--- src/rtl/fifo_pkg.sv ---
// Shared definitions for the parametrised synchronous FIFO: width helper,
// default pointer/count widths and the read-mode selector constants.
package fifo_pkg;

    // Ceiling log2, usable in constant expressions (clog2_f(1) == 0).
    function automatic int clog2_f(input int value);
        int result;
        result = 0;
        for (int v = value - 1; v > 0; v = v >> 1) begin
            result++;
        end
        return result;
    endfunction

    // Widths for the default 16-entry configuration.
    localparam int DEF_DEPTH = 16;
    localparam int DEF_PTR_W = clog2_f(DEF_DEPTH);
    localparam int DEF_CNT_W = DEF_PTR_W + 1;

    // Read-mode selector values for the FWFT parameter.
    localparam int FWFT_OFF = 0;
    localparam int FWFT_ON  = 1;

endpackage

--- src/rtl/fifo_sync_param_if.sv ---
// Producer/consumer side of the FIFO: flush, write and read handshakes,
// read data and all status flags. The FIFO itself uses the slave view.
interface fifo_sync_param_if
    import fifo_pkg::*;
#(
    parameter int DATA_W = 8,
    parameter int DEPTH  = 16
);
    localparam int CNT_W = clog2_f(DEPTH) + 1;

    logic              clr;
    logic              w_en;
    logic [DATA_W-1:0] data_in;
    logic              r_en;
    logic [DATA_W-1:0] data_out;
    logic              valid;
    logic              full;
    logic              empty;
    logic              almost_full;
    logic              almost_empty;
    logic [CNT_W-1:0]  count;
    logic              overflow;
    logic              underflow;

    modport slave (
        input  clr, w_en, data_in, r_en,
        output data_out, valid, full, empty, almost_full, almost_empty,
               count, overflow, underflow
    );

    modport master (
        output clr, w_en, data_in, r_en,
        input  data_out, valid, full, empty, almost_full, almost_empty,
               count, overflow, underflow
    );
endinterface

--- src/rtl/fifo_mem_2p.sv ---
// Simple dual-port storage: synchronous write, asynchronous read.
// Contents are deliberately not reset.
module fifo_mem_2p
    import fifo_pkg::*;
#(
    parameter int DATA_W = 8,
    parameter int DEPTH  = 16,
    parameter int ADDR_W = clog2_f(DEPTH)
) (
    input  logic              clk,
    input  logic              we_i,
    input  logic [ADDR_W-1:0] waddr_i,
    input  logic [DATA_W-1:0] wdata_i,
    input  logic [ADDR_W-1:0] raddr_i,
    output logic [DATA_W-1:0] rdata_o
);
    logic [DATA_W-1:0] mem_q [DEPTH];

    // Store the incoming word at the write address.
    always_ff @(posedge clk) begin
        if (we_i) begin
            mem_q[waddr_i] <= wdata_i;
        end
    end

    assign rdata_o = mem_q[raddr_i];
endmodule

--- src/rtl/fifo_sync_param.sv ---
// Parametrised single-clock FIFO with occupancy count, programmable
// almost-full/almost-empty, sticky error flags, synchronous flush and an
// optional first-word-fall-through read mode.
module fifo_sync_param
    import fifo_pkg::*;
#(
    parameter int DATA_W   = 8,
    parameter int DEPTH    = 16,
    parameter int AF_LEVEL = DEPTH - 2,
    parameter int AE_LEVEL = 2,
    parameter int FWFT     = FWFT_OFF
) (
    input  logic               clk,
    input  logic               rst_n,
    fifo_sync_param_if.slave   bus
);
    localparam int PTR_W = clog2_f(DEPTH);
    localparam int CNT_W = PTR_W + 1;

    logic [PTR_W-1:0]  wr_ptr_q, wr_ptr_d;
    logic [PTR_W-1:0]  rd_ptr_q, rd_ptr_d;
    logic [CNT_W-1:0]  count_q, count_d;
    logic              overflow_q, overflow_d;
    logic              underflow_q, underflow_d;
    logic              full_s, empty_s;
    logic              wr_acc, rd_acc;
    logic [DATA_W-1:0] mem_rdata;

    // Flags come straight from the registered count.
    assign full_s  = (count_q == CNT_W'(DEPTH));
    assign empty_s = (count_q == '0);

    // A flush swallows both requests, so nothing is accepted in that cycle.
    assign wr_acc = bus.w_en && !full_s  && !bus.clr;
    assign rd_acc = bus.r_en && !empty_s && !bus.clr;

    fifo_mem_2p #(
        .DATA_W (DATA_W),
        .DEPTH  (DEPTH),
        .ADDR_W (PTR_W)
    ) u_mem (
        .clk     (clk),
        .we_i    (wr_acc),
        .waddr_i (wr_ptr_q),
        .wdata_i (bus.data_in),
        .raddr_i (rd_ptr_q),
        .rdata_o (mem_rdata)
    );

    // Next-state for pointers, occupancy and sticky error flags.
    always_comb begin
        wr_ptr_d    = wr_ptr_q;
        rd_ptr_d    = rd_ptr_q;
        count_d     = count_q;
        overflow_d  = overflow_q;
        underflow_d = underflow_q;
        if (bus.clr) begin
            wr_ptr_d    = '0;
            rd_ptr_d    = '0;
            count_d     = '0;
            overflow_d  = 1'b0;
            underflow_d = 1'b0;
        end else begin
            if (wr_acc) wr_ptr_d = wr_ptr_q + 1'b1;
            if (rd_acc) rd_ptr_d = rd_ptr_q + 1'b1;
            case ({wr_acc, rd_acc})
                2'b10:   count_d = count_q + 1'b1;
                2'b01:   count_d = count_q - 1'b1;
                default: count_d = count_q;
            endcase
            overflow_d  = overflow_q  | (bus.w_en && full_s);
            underflow_d = underflow_q | (bus.r_en && empty_s);
        end
    end

    // State register with asynchronous reset.
    always_ff @(posedge clk or negedge rst_n) begin
        if (!rst_n) begin
            wr_ptr_q    <= '0;
            rd_ptr_q    <= '0;
            count_q     <= '0;
            overflow_q  <= 1'b0;
            underflow_q <= 1'b0;
        end else begin
            wr_ptr_q    <= wr_ptr_d;
            rd_ptr_q    <= rd_ptr_d;
            count_q     <= count_d;
            overflow_q  <= overflow_d;
            underflow_q <= underflow_d;
        end
    end

    assign bus.count        = count_q;
    assign bus.full         = full_s;
    assign bus.empty        = empty_s;
    assign bus.almost_full  = (count_q >= CNT_W'(AF_LEVEL));
    assign bus.almost_empty = (count_q <= CNT_W'(AE_LEVEL));
    assign bus.overflow     = overflow_q;
    assign bus.underflow    = underflow_q;

    generate
        if (FWFT == FWFT_OFF) begin : g_reg_read
            logic [DATA_W-1:0] data_out_q;
            logic              valid_q;

            // Capture the head word on each accepted read; valid is a one-cycle pulse.
            always_ff @(posedge clk or negedge rst_n) begin
                if (!rst_n) begin
                    data_out_q <= '0;
                    valid_q    <= 1'b0;
                end else begin
                    valid_q <= rd_acc;
                    if (rd_acc) begin
                        data_out_q <= mem_rdata;
                    end
                end
            end

            assign bus.data_out = data_out_q;
            assign bus.valid    = valid_q;
        end else begin : g_fwft
            // Head word is shown directly; the output is zero while empty.
            assign bus.data_out = empty_s ? '0 : mem_rdata;
            assign bus.valid    = !empty_s;
        end
    endgenerate
endmodule

--- src/flat_wrapper.sv ---
// flat-port wrapper written by rule: the top's interface ports become plain ports
module fifo_sync_param_flat import fifo_pkg::*;
#(
    parameter int DATA_W   = 8,
    parameter int DEPTH    = 16,
    parameter int AF_LEVEL = DEPTH - 2,
    parameter int AE_LEVEL = 2,
    parameter int FWFT     = FWFT_OFF
)
  (clk, rst_n, bus_clr, bus_w_en, bus_data_in, bus_r_en, bus_data_out, bus_valid, bus_full, bus_empty, bus_almost_full, bus_almost_empty, bus_count, bus_overflow, bus_underflow);
  fifo_sync_param_if #(.DATA_W(DATA_W), .DEPTH(DEPTH)) bus_i ();
  input  logic clk;
  input  logic rst_n;
  input wire logic [$bits(bus_i.clr)-1:0] bus_clr;
  input wire logic [$bits(bus_i.w_en)-1:0] bus_w_en;
  input wire logic [$bits(bus_i.data_in)-1:0] bus_data_in;
  input wire logic [$bits(bus_i.r_en)-1:0] bus_r_en;
  output wire logic [$bits(bus_i.data_out)-1:0] bus_data_out;
  output wire logic [$bits(bus_i.valid)-1:0] bus_valid;
  output wire logic [$bits(bus_i.full)-1:0] bus_full;
  output wire logic [$bits(bus_i.empty)-1:0] bus_empty;
  output wire logic [$bits(bus_i.almost_full)-1:0] bus_almost_full;
  output wire logic [$bits(bus_i.almost_empty)-1:0] bus_almost_empty;
  output wire logic [$bits(bus_i.count)-1:0] bus_count;
  output wire logic [$bits(bus_i.overflow)-1:0] bus_overflow;
  output wire logic [$bits(bus_i.underflow)-1:0] bus_underflow;
  assign bus_i.clr = bus_clr;
  assign bus_i.w_en = bus_w_en;
  assign bus_i.data_in = bus_data_in;
  assign bus_i.r_en = bus_r_en;
  assign bus_data_out = bus_i.data_out;
  assign bus_valid = bus_i.valid;
  assign bus_full = bus_i.full;
  assign bus_empty = bus_i.empty;
  assign bus_almost_full = bus_i.almost_full;
  assign bus_almost_empty = bus_i.almost_empty;
  assign bus_count = bus_i.count;
  assign bus_overflow = bus_i.overflow;
  assign bus_underflow = bus_i.underflow;
  fifo_sync_param #(.DATA_W(DATA_W), .DEPTH(DEPTH), .AF_LEVEL(AF_LEVEL), .AE_LEVEL(AE_LEVEL), .FWFT(FWFT)) u_core (.clk(clk), .rst_n(rst_n), .bus(bus_i));
endmodule
--- config.mk ---
export PLATFORM = sky130hd
export DESIGN_NAME = fifo_sync_param_flat
export DESIGN_NICKNAME = d
export VERILOG_FILES = /design/src/rtl/fifo_pkg.sv /design/src/rtl/fifo_sync_param_if.sv /design/src/rtl/fifo_mem_2p.sv /design/src/rtl/fifo_sync_param.sv /design/src/flat_wrapper.sv
export SDC_FILE = /design/constraint.sdc
export NUM_CORES = 1
export LEC_CHECK = 0
export ABC_AREA = 1
export CAP_MARGIN = 25
export CORE_AREA = 2 2 130 132
export CTS_BUF_LIST = sky130_fd_sc_hd__clkbuf_4 sky130_fd_sc_hd__clkbuf_8 sky130_fd_sc_hd__clkbuf_16
export DETAILED_ROUTE_END_ITERATION = 8
export DIE_AREA = 0 0 132 134
export PLACE_DENSITY = 0.58
export SLEW_MARGIN = 20
export SYNTH_ARGS = -nofsm -noshare
export SYNTH_HDL_FRONTEND = slang
export SYNTH_SLANG_ARGS = --single-unit
--- constraint.sdc ---
create_clock -name clk -period 3.1 [get_ports clk]
set_input_delay 0.62 -clock clk [delete_from_list [all_inputs] [get_ports clk]]
set_output_delay 0.62 -clock clk [all_outputs]
set_load 0.02 [all_outputs]
==> impl_metrics.toml <==
[setup_path]
setup.worst_path.start_class = "flop"
r2r_slack_ns = 0.98
worstPathRequired_ns = 2.48
crit_fanout = 6
cp_cell_sequence = "nor2_2 > nand3_2 > inv_1 > clkdlybuf4s50_1"
cp_num_buf_inv = 2
critPathTopFamily = "buffers and inverters"
critical-path-max-stage-delay_ns = 0.60
critPathCaptureType = "primary output"
crit_type = "flop to primary output"
cp.arrival_ns = 1.97
worst_path_max_delay_cell = "clkdlybuf4s50_1"

[yosys]
synth_warnings = 0
yosysMostFrequentCell = "edfxtp_1"
yosysSeqAreaShare_pct = 70.0
async_reset_ff_share_pct = 15.8
synth_area_leaders = "edfxtp_1 (61%), dfrtp_1 (9.5%), nor2_1 (6.6%)"
yosys.area.top_type = "edfxtp_1"
yosysUniqueCellTypes = 31
syn_area_sq_um = 6350
yosys-top-cells-count = "edfxtp_1 (128), nor2_1 (111), o21ai_0 (79)"
ys_seq_elements = 152
syn-num-nets = 544
ys.flop_type = "edfxtp_1"
synth_edf_count = 128
syn_area_per_cell_sq_um = 12.1
syn_inst = 524
yosysTopAreaCellShare_pct = 60.5

[sta]
worstMarginPinSlew_ns = 0.922
rsz0062_at_grt = "false"
post-route-period-util_pct = 83.5
period_needed_ns = 2.59
setup_viol = 0
finalHoldViolations = 0
max-slew-margin-rel_pct = 38.4
fin_ws_ns = 0.511
finalMaxSlewViolations = 0
max_freq_ghz = 0.386
fin_skew_ns = 0.00691
final.setup.tns_ns = 0

[grt]
grt_max_degree = 67
grt_pass1_vias = 4243
grt_overflow = 0
antenna_found_initial = 0
grt_use_total_pct = 17.8
grt_pass1_wl_mm = 23.6

[die]
start_util_pct = 39.0
core-area_sq_um = 16300
io_pins = 33
die_h_um = 134
row_count = 47
dieArea_sq_um = 17700
die_w_um = 132

[pwr]
power_density_nw_per_um2 = 806
p_total_uw = 6150
p_leak_uw = 0.00267
vdd_drop_max_mv = 0.418

[detailed_routing]
wl_per_cell_um = 18.6
wl_mm = 15.1
avgViaCountPerCell = 5.34
ant_nets = 0
drcViolationCount = 0
route.vias.total = 4329
drt_pass1_iterations = 5
drt-initial-drc-count = 436

[clock_network]
cts_setup_buffers = 0
cts_buffer_depth = 2
cts_hold_buf = 0
htreeDepth = 4
cts_tree = "built"
clock-sinks = 152
clkTransAtPathRegs_ns = 0.06
clk_latency_ns = 0.42
numCtsBuffers = 17
root_buffer = "clkbuf_16"
cts.repair.resized = 0

[finish]
n_antenna_cell = 0
syn_to_final_growth_pct = 20.1
n_fill_cell = 1445
drive_gt1_share_pct = 12.7
fin_nets = 598
seq_area_sq_um = 4450
multi_input_area_sq_um = 1690

[place]
dp_hpwl_mm = 9.92
post-place-ws_ns = 0.325
routabilityCongestion = 0.813
port_buffers = 32

[outcome]
status = "finished clean"

[run]
maxCapViolCount = 0

[min_path]
hold_class = "flop to flop"
-- final timing paths --
path	depth (start not counted)	start	to
setup / recovery	4	u_core.bus.count[2]	bus_empty
hold reg to reg	1	u_core.bus.data_out[3]	u_core.bus.data_out[3]
hold / removal	1	u_core.bus.data_out[3]	u_core.bus.data_out[3]
max in group asynchronous	2	rst_n	u_core.rd_ptr_q[0]
min in group asynchronous	2	rst_n	u_core.bus.underflow
setup reg to reg	6	u_core.rd_ptr_q[0]	u_core.bus.data_out[4]
-- per-layer routing --
layer / track usage [%] / routed length, um
met2: 29.3 / 7320
met4: 6.76 / 244
met3: 4.04 / 770
met1: 23.2 / 6740
met5: 0 / 0
-- layout make-up --
class                   count  area share, %
multi-input cells         323           22.1
well taps                 220           3.61
flip-flops and latches    152           58.3
clock inverters            14           2.02
inverters                  22           1.12
repair buffers             62           7.15
clock buffers              18           5.68
-- through the flow --
step	util (%)	instances	hold slack, ns	area, sq um
floorplan	-	524	0.324	6350
global placement	43.2	779	0.471	7040
detailed placement	43.2	779	0.479	7040
CTS	46.8	811	0.492	7630
global route	46.8	811	0.497	7630
finish	46.8	811	0.485	7630
-- report_power, final --
part | switching (uW) | total [uW] | internal, uW
combinational | 1050 | 1640 | 590
sequential | 116 | 2460 | 2340
clock | 787 | 2050 | 1260
total | 1950 | 6150 | 4200
-- cell usage in the layout (no fill, tap or decap), drive strengths merged --
cell type,Yosys,final
nand2,32,32
o22ai,6,6
bufinv,0,3
clkinv,1,9
ha,7,7
inv,21,23
dfrtp,24,24
a21oi,7,7
xor2,2,2
o31ai,1,1
o21a,8,8
nor2,116,116
o21ai,79,79
buf,16,30
o211ai,28,28
clkdlybuf4s50,0,32
nor3,2,2
nand3,30,30
clkinvlp,0,1
o221ai,4,4
clkbuf,11,18
a22oi,1,1
edfxtp,128,128
-- kinds of logic after synthesis --
kind of cell / share of synthesized area [%]
compound gates: 12.5
xor+xnor: 0.276
fa+ha+maj: 1.38
buf+inv: 3.43
flops: 70.0
simple gates: 12.5
-- state kept, by name, indices dropped and copies added (netlist names) --
register / cells
u_core.rd_ptr_q: 4
u_core.bus.valid: 1
u_core.bus.underflow: 1
u_core.u_mem.mem_q: 128
u_core.wr_ptr_q: 4
u_core.bus.overflow: 1
u_core.bus.count: 5
u_core.bus.data_out: 8
Power figures use the tool's default switching activity.
==> variant 1, RTL diff (same settings) <==
Reset style: synchronous (`rst_n`), changed in 2 clocked blocks. Comments in the files are not updated.
--- a/src/rtl/fifo_sync_param.sv
+++ b/src/rtl/fifo_sync_param.sv
@@ -74,7 +74,7 @@
     end
 
     // State register with asynchronous reset.
-    always_ff @(posedge clk or negedge rst_n) begin
+    always_ff @(posedge clk) begin
         if (!rst_n) begin
             wr_ptr_q    <= '0;
             rd_ptr_q    <= '0;
@@ -104,7 +104,7 @@
             logic              valid_q;
 
             // Capture the head word on each accepted read; valid is a one-cycle pulse.
-            always_ff @(posedge clk or negedge rst_n) begin
+            always_ff @(posedge clk) begin
                 if (!rst_n) begin
                     data_out_q <= '0;
                     valid_q    <= 1'b0;
Function: differs if rst_n is asserted again (counterexample within 4 cycles, from zero or initial values and one cycle with rst_n low); with rst_n held inactive, the same outputs for 10 cycles.
==> variant 1 against the unedited design <==
Area after synthesis rose by 6.1%; setup slack improved by 0.13 ns; routed wire length fell by 2.0%; final area rose by 3.5%; sequential cell count did not move; non-clock buffer count fell by 10; via count rose by 5.8%; highest routed layer unchanged.
Power is not compared: it rests on default switching activity, and its combinational part moved more than twofold at a synthesized area within 25%.
==> variant 1: results (changes against the unedited design) <==
status: "complete, no violations"  # unchanged
place_ws_ns: 0.293  # was 0.325 ns
synthCells: 685  # was 524
nets: 749  # was 598
netlist.area_leader.share_pct: 57.0  # was 60.5%
grt.met3_usage_pct: 3.10  # was 4.04%
place_area_sq_um: 7310  # was 7040 sq um
grt_pass1_vias: 4405  # was 4243
path_max_fanout: 5  # was 6
routed_wl_microns: 14800  # was 15100 microns
yosysUniqueCellTypes: 32  # was 31
timing.rr.end: "u_core.bus.count[4]"  # was u_core.bus.data_out[4]
dp_hpwl_microns: 9610  # was 9920 microns
reg2reg_depth: 16  # was 6
viasPerCell: 4.78  # was 5.34
crit_path_end: "bus_almost_full"  # was bus_empty
max_slew_margin_pct: 37.8  # was 38.4%
synthArstFlopShare_pct: 0  # was 15.8%
yosysSeqAreaShare_pct: 64.2  # was 70.0%
use_met1_pct: 22.4  # was 23.2%
clockBufferDepth: 2  # unchanged
skew_ns: 0.00645  # was 0.00691 ns
synth_area_leaders: "edfxtp_1, nand2_1, dfxtp_1, nand3_1, inv_1"  # was edfxtp_1, dfrtp_1, nor2_1, o21ai_0, o211ai_1
rr_startpoint: "u_core.bus.count[2]"  # was u_core.rd_ptr_q[0]
grt_usage_pct: 17.7  # was 17.8%
num_vias: 4580  # was 4329
startpoint: "u_core.bus.count[1]"  # was u_core.bus.count[2]
synthTopCellsByCount: "nand2_1, edfxtp_1, inv_1, nand3_1, dfxtp_1"  # was edfxtp_1, nor2_1, o21ai_0
dpl.cell_count: 928  # was 779
drive_gt1_share_pct: 8.13  # was 12.7%
drtIter0Drc: 311  # was 436
m1WireLength_microns: 6540  # was 6740 microns
met2_usage_pct: 30.4  # was 29.3%
wl_met3_microns: 601  # was 770 microns
syn-num-nets: 707  # was 544
place_congestion: 0.860  # was 0.813
-- variant 1: cell count changes in the layout (fill, tap and decap cells not counted), sizes merged, moves of 28 or more --
cell	unedited run	this run
inv	23	99
nand2	32	233
nand3	30	96
nor2	116	24
o211ai	28	0
o21ai	79	7
-- variant 1: layout make-up --
type,count,area (sq um)
clock buffers,20,448
multi-input cells,404,1870
inverters,100,375
well taps,220,275
fillers,1494,8400
flip-flops and latches,152,4330
clock inverters,10,130
repair buffers,52,470
-- variant 1: logic make-up after synthesis --
kind of cell               count (synthesis)  synth area share (%)
buffers and inverters                    129                  8.10
xor gates and xnor gates                   5                 0.650
adders and majority gates                  9                  1.67
and+or+nand+nor                          357                  22.5
AOI/OAI and AO/OA                         33                  2.92
DFF                                      152                  64.2
-- variant 1: worst max-delay path, stage by stage (launching register included) --
cell and delay, ns:
dfxtp_1 0.45, inv_2 0.09, o31ai_1 0.23, clkdlybuf4s50_1 0.65
-- variant 1: power by group --
group	internal [mW]	leakage, nW	switching (mW)
registers	2.23	1.35	0.0117
logic	0.0936	1.66	0.185
clock network	1.27	0.289	0.745
total	3.60	3.30	0.942
-- variant 1: worst min-delay path by stage --
stage / from / endpoint / slack [ns] / cells after the start
2_1_floorplan: u_core.wr_ptr_q[3] / u_core.wr_ptr_q[3] / 0.48 / 2
3_3_place_gp: u_core.bus.underflow / u_core.bus.underflow / 0.45 / 2
3_5_place_dp: u_core.rd_ptr_q[0] / u_core.rd_ptr_q[0] / 0.45 / 2
4_1_cts: u_core.rd_ptr_q[0] / u_core.rd_ptr_q[0] / 0.46 / 2
5_1_grt: u_core.rd_ptr_q[0] / u_core.rd_ptr_q[0] / 0.49 / 2
6_report: u_core.rd_ptr_q[0] / u_core.rd_ptr_q[0] / 0.46 / 2
==> variant 2, RTL diff (same settings) <==
Made on the original files. `DATA_W` is set to 8 in 4 places; all go to 10.
--- a/src/rtl/fifo_sync_param_if.sv
+++ b/src/rtl/fifo_sync_param_if.sv
@@ -3,7 +3,7 @@
 interface fifo_sync_param_if
     import fifo_pkg::*;
 #(
-    parameter int DATA_W = 8,
+    parameter int DATA_W = 10,
     parameter int DEPTH  = 16
 );
     localparam int CNT_W = clog2_f(DEPTH) + 1;
--- a/src/rtl/fifo_mem_2p.sv
+++ b/src/rtl/fifo_mem_2p.sv
@@ -3,7 +3,7 @@
 module fifo_mem_2p
     import fifo_pkg::*;
 #(
-    parameter int DATA_W = 8,
+    parameter int DATA_W = 10,
     parameter int DEPTH  = 16,
     parameter int ADDR_W = clog2_f(DEPTH)
 ) (
--- a/src/rtl/fifo_sync_param.sv
+++ b/src/rtl/fifo_sync_param.sv
@@ -4,7 +4,7 @@
 module fifo_sync_param
     import fifo_pkg::*;
 #(
-    parameter int DATA_W   = 8,
+    parameter int DATA_W   = 10,
     parameter int DEPTH    = 16,
     parameter int AF_LEVEL = DEPTH - 2,
     parameter int AE_LEVEL = 2,
--- a/src/flat_wrapper.sv
+++ b/src/flat_wrapper.sv
@@ -1,7 +1,7 @@
 // flat-port wrapper written by rule: the top's interface ports become plain ports
 module fifo_sync_param_flat import fifo_pkg::*;
 #(
-    parameter int DATA_W   = 8,
+    parameter int DATA_W   = 10,
     parameter int DEPTH    = 16,
     parameter int AF_LEVEL = DEPTH - 2,
     parameter int AE_LEVEL = 2,
Ports: changed (resized bus_data_in and bus_data_out); port bits go from 33 to 37. The function was not compared with the original's and may differ.
==> variant 2 against the unedited design <==
Final area grew 17%; area after synthesis grew 20%; setup slack improved by 0.00069 ns; clock power up 8%; sequential cell count grew 34; sequential power increased by 22%; routed wire length up 13%; power grew 15%; critical path type unchanged; highest routed layer unchanged.
==> variant 2: results (changes against the unedited design) <==
status: "complete, no violations"  # unchanged
num_vias: 4939  # was 4329
yosysUniqueCellTypes: 29  # was 31
synth_fa_ha_area_share_pct: 1.15  # was 1.38%
grt_usage_pct: 20.4  # was 17.8%
place_area_sq_um: 8350  # was 7040 sq um
drtIter0Drc: 503  # was 436
timing.rr.end: "u_core.bus.count[4]"  # was u_core.bus.data_out[4]
m1WireLength_microns: 8050  # was 6740 microns
power_leakage_nw: 3.07  # was 2.67 nW
met2WireLength_microns: 7850  # was 7320 microns
synth-xor-area-share_pct: 0.230  # was 0.276%
tightest_slew_ns: 0.779  # was 0.922 ns
synth_area_leaders: "edfxtp_1, dfrtp_1, nor2_1, o21ai_0, o211ai_1"  # unchanged
clock_sinks: 186  # was 152
multi_input_area_share_pct: 21.6  # was 22.1%
rr_startpoint: "u_core.bus.count[1]"  # was u_core.rd_ptr_q[0]
port_buffers: 36  # was 32
crit_path_max_incr_delay_ns: 0.65  # was 0.60 ns
ir_drop_mv: 0.420  # was 0.418 mV
hold_slack_ns: 0.489  # was 0.485 ns
grt_max_degree: 83  # was 67
wl_per_cell_microns: 18.9  # was 18.6 microns
fillers: 1379  # was 1445
synthTopCellsByCount: "edfxtp_1, nor2_1, o21ai_0"  # unchanged
wl_met3_microns: 864  # was 770 microns
dp_hpwl_microns: 11000  # was 9920 microns
drive_gt1_share_pct: 12.1  # was 12.7%
use_met1_pct: 29.4  # was 23.2%
grt_pass1_wl_microns: 27100  # was 23600 microns
nMultiInputCombCells: 371  # was 323
yosysSeqAreaShare_pct: 71.6  # was 70.0%
syn-num-nets: 635  # was 544
place_congestion: 0.867  # was 0.813
grt.met3_usage_pct: 3.74  # was 4.04%
synthArstFlopShare_pct: 14.0  # was 15.8%
viasPerCell: 5.50  # was 5.34
place_ws_ns: 0.479  # was 0.325 ns
min-delay-start: "u_core.bus.data_out[9]"  # was u_core.bus.data_out[3]
largest_reg_flops: 160  # was 128
skew_ns: 0.00897  # was 0.00691 ns
synth_compound_area_share_pct: 12.8  # was 12.5%
dpl.cell_count: 866  # was 779
[variant 2: cell types whose count changed in the layout (fill, tap and decap cells not counted), sizes merged, moves of 3 or more]
cell	unedited run	this run
edfxtp	128	160
clkinv	9	6
o221ai	4	8
o211ai	28	32
o21ai	79	95
clkdlybuf4s50	32	36
o22ai	6	10
nor2	116	132
[variant 2: how the worst max path moves through the flow]
stage | startpoint | to | slack, ns | cells past startpoint
after floorplan | bus_clr | u_core.u_mem.mem_q[0][0] | 1.12 | 6
after global placement | bus_clr | u_core.bus.count[4] | 0.53 | 13
after detailed placement | bus_clr | u_core.bus.count[4] | 0.48 | 13
after CTS | u_core.bus.count[1] | bus_almost_full | 0.48 | 3
after global routing | u_core.bus.count[1] | bus_almost_full | 0.41 | 3
final | u_core.bus.count[1] | bus_almost_full | 0.51 | 3
[variant 2: power by group]
part	switching (mW)	internal, mW	total (mW)
sequential	0.139	2.86	3.00
combinational	1.17	0.681	1.85
clock	0.936	1.28	2.22
total	2.25	4.82	7.07
